## src/rtl/mem_arb_pkg.sv

```systemverilog
// Shared constants for the memory port arbiter: FSM encoding, grant codes,
// default watchdog limit, error read value and the arbitration pick rule.
package mem_arb_pkg;

    localparam logic [1:0] ST_IDLE   = 2'd0;
    localparam logic [1:0] ST_ACCESS = 2'd1;
    localparam logic [1:0] ST_ACK    = 2'd2;

    typedef logic [1:0] gnt_t;

    localparam gnt_t GNT_NONE = 2'd0;
    localparam gnt_t GNT_IF   = 2'd1;
    localparam gnt_t GNT_D    = 2'd2;
    localparam gnt_t GNT_DBG  = 2'd3;

    localparam int          DEF_TIMEOUT_CYCLES = 255;
    localparam logic [15:0] ERR_RDATA          = 16'hFFFF;

    // Debug wins when it owns the fairness turn or nothing else is asking.
    function automatic gnt_t arb_pick(input logic if_r, input logic d_r,
                                      input logic dbg_r, input logic turn);
        if (dbg_r && (turn || !(if_r || d_r))) return GNT_DBG;
        if (d_r)  return GNT_D;
        if (if_r) return GNT_IF;
        return GNT_NONE;
    endfunction

endpackage

```

## src/rtl/mem_arb_watchdog.sv

```systemverilog
// Loadable down-counter; expired is high once the count has reached zero.
module mem_arb_watchdog #(
    parameter int CW = 8
) (
    input  logic          clk,
    input  logic          reset,
    input  logic          load,
    input  logic          dec,
    input  logic [CW-1:0] load_val,
    output logic          expired
);

    logic [CW-1:0] cnt;

    always_ff @(posedge clk or posedge reset) begin
        if (reset)                  cnt <= '0;
        else if (load)              cnt <= load_val;
        else if (dec && cnt != '0)  cnt <= cnt - CW'(1);
    end

    assign expired = (cnt == '0);

endmodule

```

## src/rtl/mem_port_arbiter.sv

```systemverilog
// Three-way single-port memory arbiter (fetch, data, debug) with req/ready
// memory handshake. Optional access watchdog: define MEM_ARB_TIMEOUT_EN.
module mem_port_arbiter
    import mem_arb_pkg::*;
#(
    parameter int AW             = 24,
    parameter int DW             = 16,
    parameter int TIMEOUT_CYCLES = DEF_TIMEOUT_CYCLES
) (
    input  logic          clk,
    input  logic          reset,
    input  logic          if_req,
    input  logic [AW-1:0] if_addr,
    output logic [DW-1:0] if_rdata,
    output logic          if_ack,
    input  logic          d_req,
    input  logic          d_we,
    input  logic [AW-1:0] d_addr,
    input  logic [DW-1:0] d_wdata,
    output logic [DW-1:0] d_rdata,
    output logic          d_ack,
    input  logic          dbg_req,
    input  logic          dbg_we,
    input  logic [AW-1:0] dbg_addr,
    input  logic [DW-1:0] dbg_wdata,
    output logic [DW-1:0] dbg_rdata,
    output logic          dbg_ack,
    output logic          mem_req,
    output logic          mem_we,
    output logic [AW-1:0] mem_addr,
    output logic [DW-1:0] mem_wdata,
    input  logic [DW-1:0] mem_rdata,
    input  logic          mem_ready,
    output logic [1:0]    grant,
    output logic          timeout_err
);

    logic [1:0]    state;
    logic          dbg_turn;
    gnt_t          winner;
    logic          sel_we;
    logic [AW-1:0] sel_addr;
    logic [DW-1:0] sel_wdata;
    logic          abort;
    logic          done;
    logic [DW-1:0] cap_data;

    assign winner = arb_pick(if_req, d_req, dbg_req, dbg_turn);

    always_comb begin
        sel_we    = 1'b0;
        sel_addr  = if_addr;
        sel_wdata = mem_wdata;
        case (winner)
            GNT_D:   begin sel_we = d_we;   sel_addr = d_addr;   sel_wdata = d_wdata;   end
            GNT_DBG: begin sel_we = dbg_we; sel_addr = dbg_addr; sel_wdata = dbg_wdata; end
            default: ;
        endcase
    end

`ifdef MEM_ARB_TIMEOUT_EN
    localparam int CW = $clog2(TIMEOUT_CYCLES + 1);
    logic wd_expired;

    // Loaded with limit-1 so expiry lands on the last permitted ACCESS cycle.
    mem_arb_watchdog #(.CW(CW)) u_wd (
        .clk      (clk),
        .reset    (reset),
        .load     (state == ST_IDLE && winner != GNT_NONE),
        .dec      (state == ST_ACCESS),
        .load_val (CW'(TIMEOUT_CYCLES - 1)),
        .expired  (wd_expired)
    );

    assign abort = (state == ST_ACCESS) && !mem_ready && wd_expired;

    always_ff @(posedge clk or posedge reset) begin
        if (reset)      timeout_err <= 1'b0;
        else if (abort) timeout_err <= 1'b1;
    end
`else
    localparam int unused_timeout_cycles = TIMEOUT_CYCLES;
    assign abort       = 1'b0;
    assign timeout_err = 1'b0;
`endif

    assign done     = mem_ready || abort;
    assign cap_data = mem_ready ? mem_rdata : DW'(ERR_RDATA);

    always_ff @(posedge clk or posedge reset) begin
        if (reset) begin
            state     <= ST_IDLE;
            grant     <= GNT_NONE;
            dbg_turn  <= 1'b0;
            mem_req   <= 1'b0;
            mem_we    <= 1'b0;
            mem_addr  <= '0;
            mem_wdata <= '0;
            if_ack    <= 1'b0;
            d_ack     <= 1'b0;
            dbg_ack   <= 1'b0;
            if_rdata  <= '0;
            d_rdata   <= '0;
            dbg_rdata <= '0;
        end else begin
            if_ack  <= 1'b0;
            d_ack   <= 1'b0;
            dbg_ack <= 1'b0;
            case (state)
                ST_IDLE: if (winner != GNT_NONE) begin
                    state     <= ST_ACCESS;
                    grant     <= winner;
                    mem_req   <= 1'b1;
                    mem_we    <= sel_we;
                    mem_addr  <= sel_addr;
                    mem_wdata <= sel_wdata;
                    if (winner == GNT_DBG) dbg_turn <= 1'b0;
                    else if (dbg_req)      dbg_turn <= 1'b1;
                end
                ST_ACCESS: if (done) begin
                    state   <= ST_ACK;
                    mem_req <= 1'b0;
                    case (grant)
                        GNT_IF:  begin if_ack  <= 1'b1; if (!mem_we) if_rdata  <= cap_data; end
                        GNT_D:   begin d_ack   <= 1'b1; if (!mem_we) d_rdata   <= cap_data; end
                        GNT_DBG: begin dbg_ack <= 1'b1; if (!mem_we) dbg_rdata <= cap_data; end
                        default: ;
                    endcase
                end
                ST_ACK: begin
                    state <= ST_IDLE;
                    grant <= GNT_NONE;
                end
                default: state <= ST_IDLE;
            endcase
        end
    end

endmodule

```

## config.mk

```make
export PLATFORM = sky130hd
export DESIGN_NAME = mem_port_arbiter
export DESIGN_NICKNAME = d
export VERILOG_FILES = /design/src/rtl/mem_arb_pkg.sv /design/src/rtl/mem_arb_watchdog.sv /design/src/rtl/mem_port_arbiter.sv
export SDC_FILE = /design/constraint.sdc
export NUM_CORES = 1
export LEC_CHECK = 0
export ABC_CLOCK_PERIOD_IN_PS = 4500
export BUFFER_PORTS_ARGS = -buffer_cell sky130_fd_sc_hd__buf_2
export CAP_MARGIN = 20
export CORE_MARGIN = 3
export CORE_UTILIZATION = 40
export CTS_CLUSTER_DIAMETER = 60
export CTS_CLUSTER_SIZE = 8
export DETAILED_ROUTE_END_ITERATION = 10
export GPL_TIMING_DRIVEN = 0
export PLACE_DENSITY = 0.75
export SETUP_SLACK_MARGIN = 0.5
export SLEW_MARGIN = 0
export SYNTH_ARGS = -nofsm -noshare
export SYNTH_HDL_FRONTEND = slang
export SYNTH_SLANG_ARGS = --single-unit
```

## constraint.sdc

```tcl
create_clock -name clk -period 4.5 [get_ports clk]
set_input_delay 0.225 -clock clk [delete_from_list [all_inputs] [get_ports clk]]
set_output_delay 0.225 -clock clk [all_outputs]
set_load 0.05 [all_outputs]
```

==> summary.txt <==
Power and ir drop
  – Sequential share of power: 0.317
  – Comb pwr share: 0.567
  – Clock share of power: 0.116
  – P_int: 2250 uW
  – Pwr Density: 847 nW/um^2
  – Switching share of total power: 0.533
  – Leakage: 0.00287 uW
  – VDD IR max: 527 uV
  – P_sw: 2570 uW

Cells and area
  – Ant. Diodes: 0
  – Fillers: 875
  – FF+latch area: 2450 um^2
  – Multi-input logic area: 1580 um^2
  – # nets final: 713
  – Commonest cells after routing, fill and taps aside: buf_2 (230), dfrtp_1 (98), a21oi_1 (42)
  – Share of layout cells above drive strength 1: 0.502
  – Commonest non-fill, non-tap cell in the layout: buf_2
  – Area Overhead vs Synth: 36.1%

Floorplan
  – Die width: 108 um
  – Die area: 11700 um^2
  – Ports: 224
  – Cell Rows: 36
  – Die Ht: 108 um
  – Starting density of the core: 0.420
  – Core area: 9950 um^2

Status
  – Status: complete, no violations

Timing
  – Final Setup Violations: 0
  – Clk_skew: 8.17 ps
  – Post-route setup TNS: 0 ps
  – Final-report hold violation count: 0
  – Rel. slew slack: 0.495
  – RSZ-0062 raised after global routing: false
  – Minimum clock period: 2020 ps
  – Worst-margin pin slew: 757 ps
  – Final period util: 0.449
  – Achievable Freq: 0.495 GHz
  – Pins Over Slew Limit: 0
  – Minimum hold slack: 113 ps

Setup path
  – Critical Path Source Type: register
  – CP Data Required Time: 4740 ps
  – Crit path arrival time: 2260 ps
  – Crit-path max FO: 10
  – Worst setup EP type: register
  – WS Path Type: register to register

Synthesis
  – Syn Std Cell Area: 4180 um^2
  – Yosys reg bits: 98
  – Post-synth cell types: 34
  – Mapped Cells: 351
  – Syn nets: 479
  – Post-synthesis sequential area ratio: 0.587
  – Mapped Avg Cell Area: 11.9 um^2
  – Yosys warning total: 0

Worst hold path
  – Class of the worst hold path: input pin to register

Placement
  – IO buf count: 221
  – DP HPWL: 9.49 mm
  – Routability cong.: 0.865

Clocking
  – H-tree depth: 3
  – Number of CTS-inserted buffers: 9
  – Clk sink count: 98
  – Clk pin slew, worst setup/hold paths: 90 ps
  – CTS max path bufs: 2
  – Post-CTS setup buffers: 0
  – Root Buffer: clkbuf_8
  – TritonCTS clock tree: built
  – Clock latency on the worst-skew pair: 350 ps

Detailed routing
  – DRC: 0
  – Via count: 3736
  – Post-Route WL: 12.0 mm
  – DR WL/cell: 16.7 um
  – Iter 0 DRT Violations: 281
  – Final ANT Viol Nets: 0
  – Drt via density: 5.17
  – TritonRoute pass-1 iters: 6

Global routing
  – GRT Total Usage: 0.202
  – Pin count of the biggest net entering global routing: 53
  – Vias in the first global route: 3622
  – First-pass GRT wire length: 18.2 mm
  – Global route overflow: 0
  – Initial antenna violation count: 0

Flow run
  – Max_cap viols: 0
==> per-layer routing <==
layer,wire (um),up-vias,track usage
met5,0,-,0
met2,6200,190,0.360
met1,4660,1769,0.242
met3,992,15,0.0388
met4,184,0,0.0757
li1,-,1762,-
==> metrics by stage <==
step | cells | setup slack [ps] | util | total power, uW | area (um^2)
6_report | 723 | 2480 | 0.571 | 4820 | 5690
5_1_grt | 723 | 2350 | 0.571 | 5060 | 5690
3_5_place_dp | 706 | 2470 | 0.551 | 4290 | 5480
4_1_cts | 723 | 2440 | 0.571 | 4860 | 5690
3_3_place_gp | 705 | 730 | 0.548 | 4240 | 5450
2_1_floorplan | 351 | 1710 | - | 3580 | 4180
==> worst max-delay path: stages (launching register included) <==
cell and delay [ps]:
dfrtp_1 470, nor3b_2 270, nand3_1 120, nor2_2 400, buf_4 280, mux2_2 350
==> sequential cells by signal, summed over array words and instances, names as in the netlist <==
register / flops
state: 2
grant: 2
mem_we: 1
dbg_ack: 1
if_rdata: 16
mem_addr: 24
dbg_rdata: 16
mem_wdata: 16
mem_req: 1
d_rdata: 16
if_ack: 1
d_ack: 1
dbg_turn: 1
==> synthesized netlist by cell type <==
| cell type | count | share of area |
|---|---|---|
| nand3_1 | 1 | 0.0012 |
| nand2b_1 | 3 | 0.0045 |
| or3_1 | 1 | 0.0015 |
| clkbuf_1 | 14 | 0.013 |
| buf_2 | 9 | 0.011 |
| nor2_1 | 26 | 0.023 |
| nand3b_4 | 1 | 0.0048 |
| nand2_1 | 37 | 0.033 |
| inv_1 | 4 | 0.0036 |
| nor4_1 | 2 | 0.0030 |
| o31a_1 | 1 | 0.0021 |
| a21oi_1 | 42 | 0.050 |
| nor3b_2 | 1 | 0.0030 |
| dfrtp_1 | 98 | 0.59 |
| mux2_2 | 30 | 0.081 |
| o21ai_0 | 5 | 0.0060 |
| nor3_2 | 1 | 0.0024 |
| and2_1 | 1 | 0.0015 |
| buf_4 | 3 | 0.0054 |
| and3_1 | 2 | 0.0030 |
| nor2_2 | 1 | 0.0015 |
| a211oi_1 | 1 | 0.0018 |
| a21oi_2 | 1 | 0.0021 |
| a222oi_1 | 24 | 0.057 |
| nand4_2 | 1 | 0.0030 |
| conb_1 | 1 | 0.00090 |
| buf_6 | 1 | 0.0027 |
| o31ai_1 | 1 | 0.0018 |
| a22o_1 | 2 | 0.0042 |
| mux2_1 | 8 | 0.022 |
| a21o_1 | 1 | 0.0018 |
| o21bai_1 | 1 | 0.0018 |
| mux2_4 | 10 | 0.036 |
| a31oi_1 | 16 | 0.024 |
==> kinds of logic (layout without fill, tap and decap cells) <==
family	after synthesis	after routing	synth area share
flops	98	98	0.587
compound gates	95	95	0.153
simple gates	78	78	0.0859
mux	48	48	0.138
buf+inv	31	270	0.0350
other cells	1	1	0.000897
==> power groups by stage <==
stage	clock network [uW]	logic, uW	registers [uW]
after floorplan	0	623	2960
after global placement	0	2710	1520
after detailed placement	0	2750	1540
after CTS	577	2750	1530
after global routing	617	2870	1580
final	556	2730	1530
==> final timing paths <==
kind                                       from                        to  slack, ps  cells past startpoint
max in group asynchronous                 reset  mem_addr[19]$_DFFE_PP0P_       3360                      4
hold / removal                        mem_ready      state[0]$_DFFE_PP0P_        110                      2
min in group asynchronous                 reset  mem_wdata[7]$_DFFE_PP0P_        490                      3
hold reg to reg             mem_req$_DFFE_PP0P_       mem_req$_DFFE_PP0P_        480                      2
setup reg to reg           state[1]$_DFFE_PP0P_  dbg_rdata[4]$_DFFE_PP0P_       2480                      5
setup / recovery           state[1]$_DFFE_PP0P_  dbg_rdata[4]$_DFFE_PP0P_       2480                      5
==> what timing repair did <==
item	in CTS	in global routing
resized for setup	0	0
hold buffers	1	0
endpoints found under the hold margin	46	0
==> final cells by class <==
| type | instances | area share |
|---|---|---|
| flip-flops and latches | 98 | 0.431 |
| multi-input cells | 222 | 0.278 |
| repair buffers | 223 | 0.201 |
| well taps | 133 | 0.0293 |
| clock buffers | 11 | 0.0231 |
| plain buffers | 27 | 0.0231 |
| clock inverters | 5 | 0.0112 |
| inverters | 4 | 0.00308 |
Power figures use the tool's default switching activity.
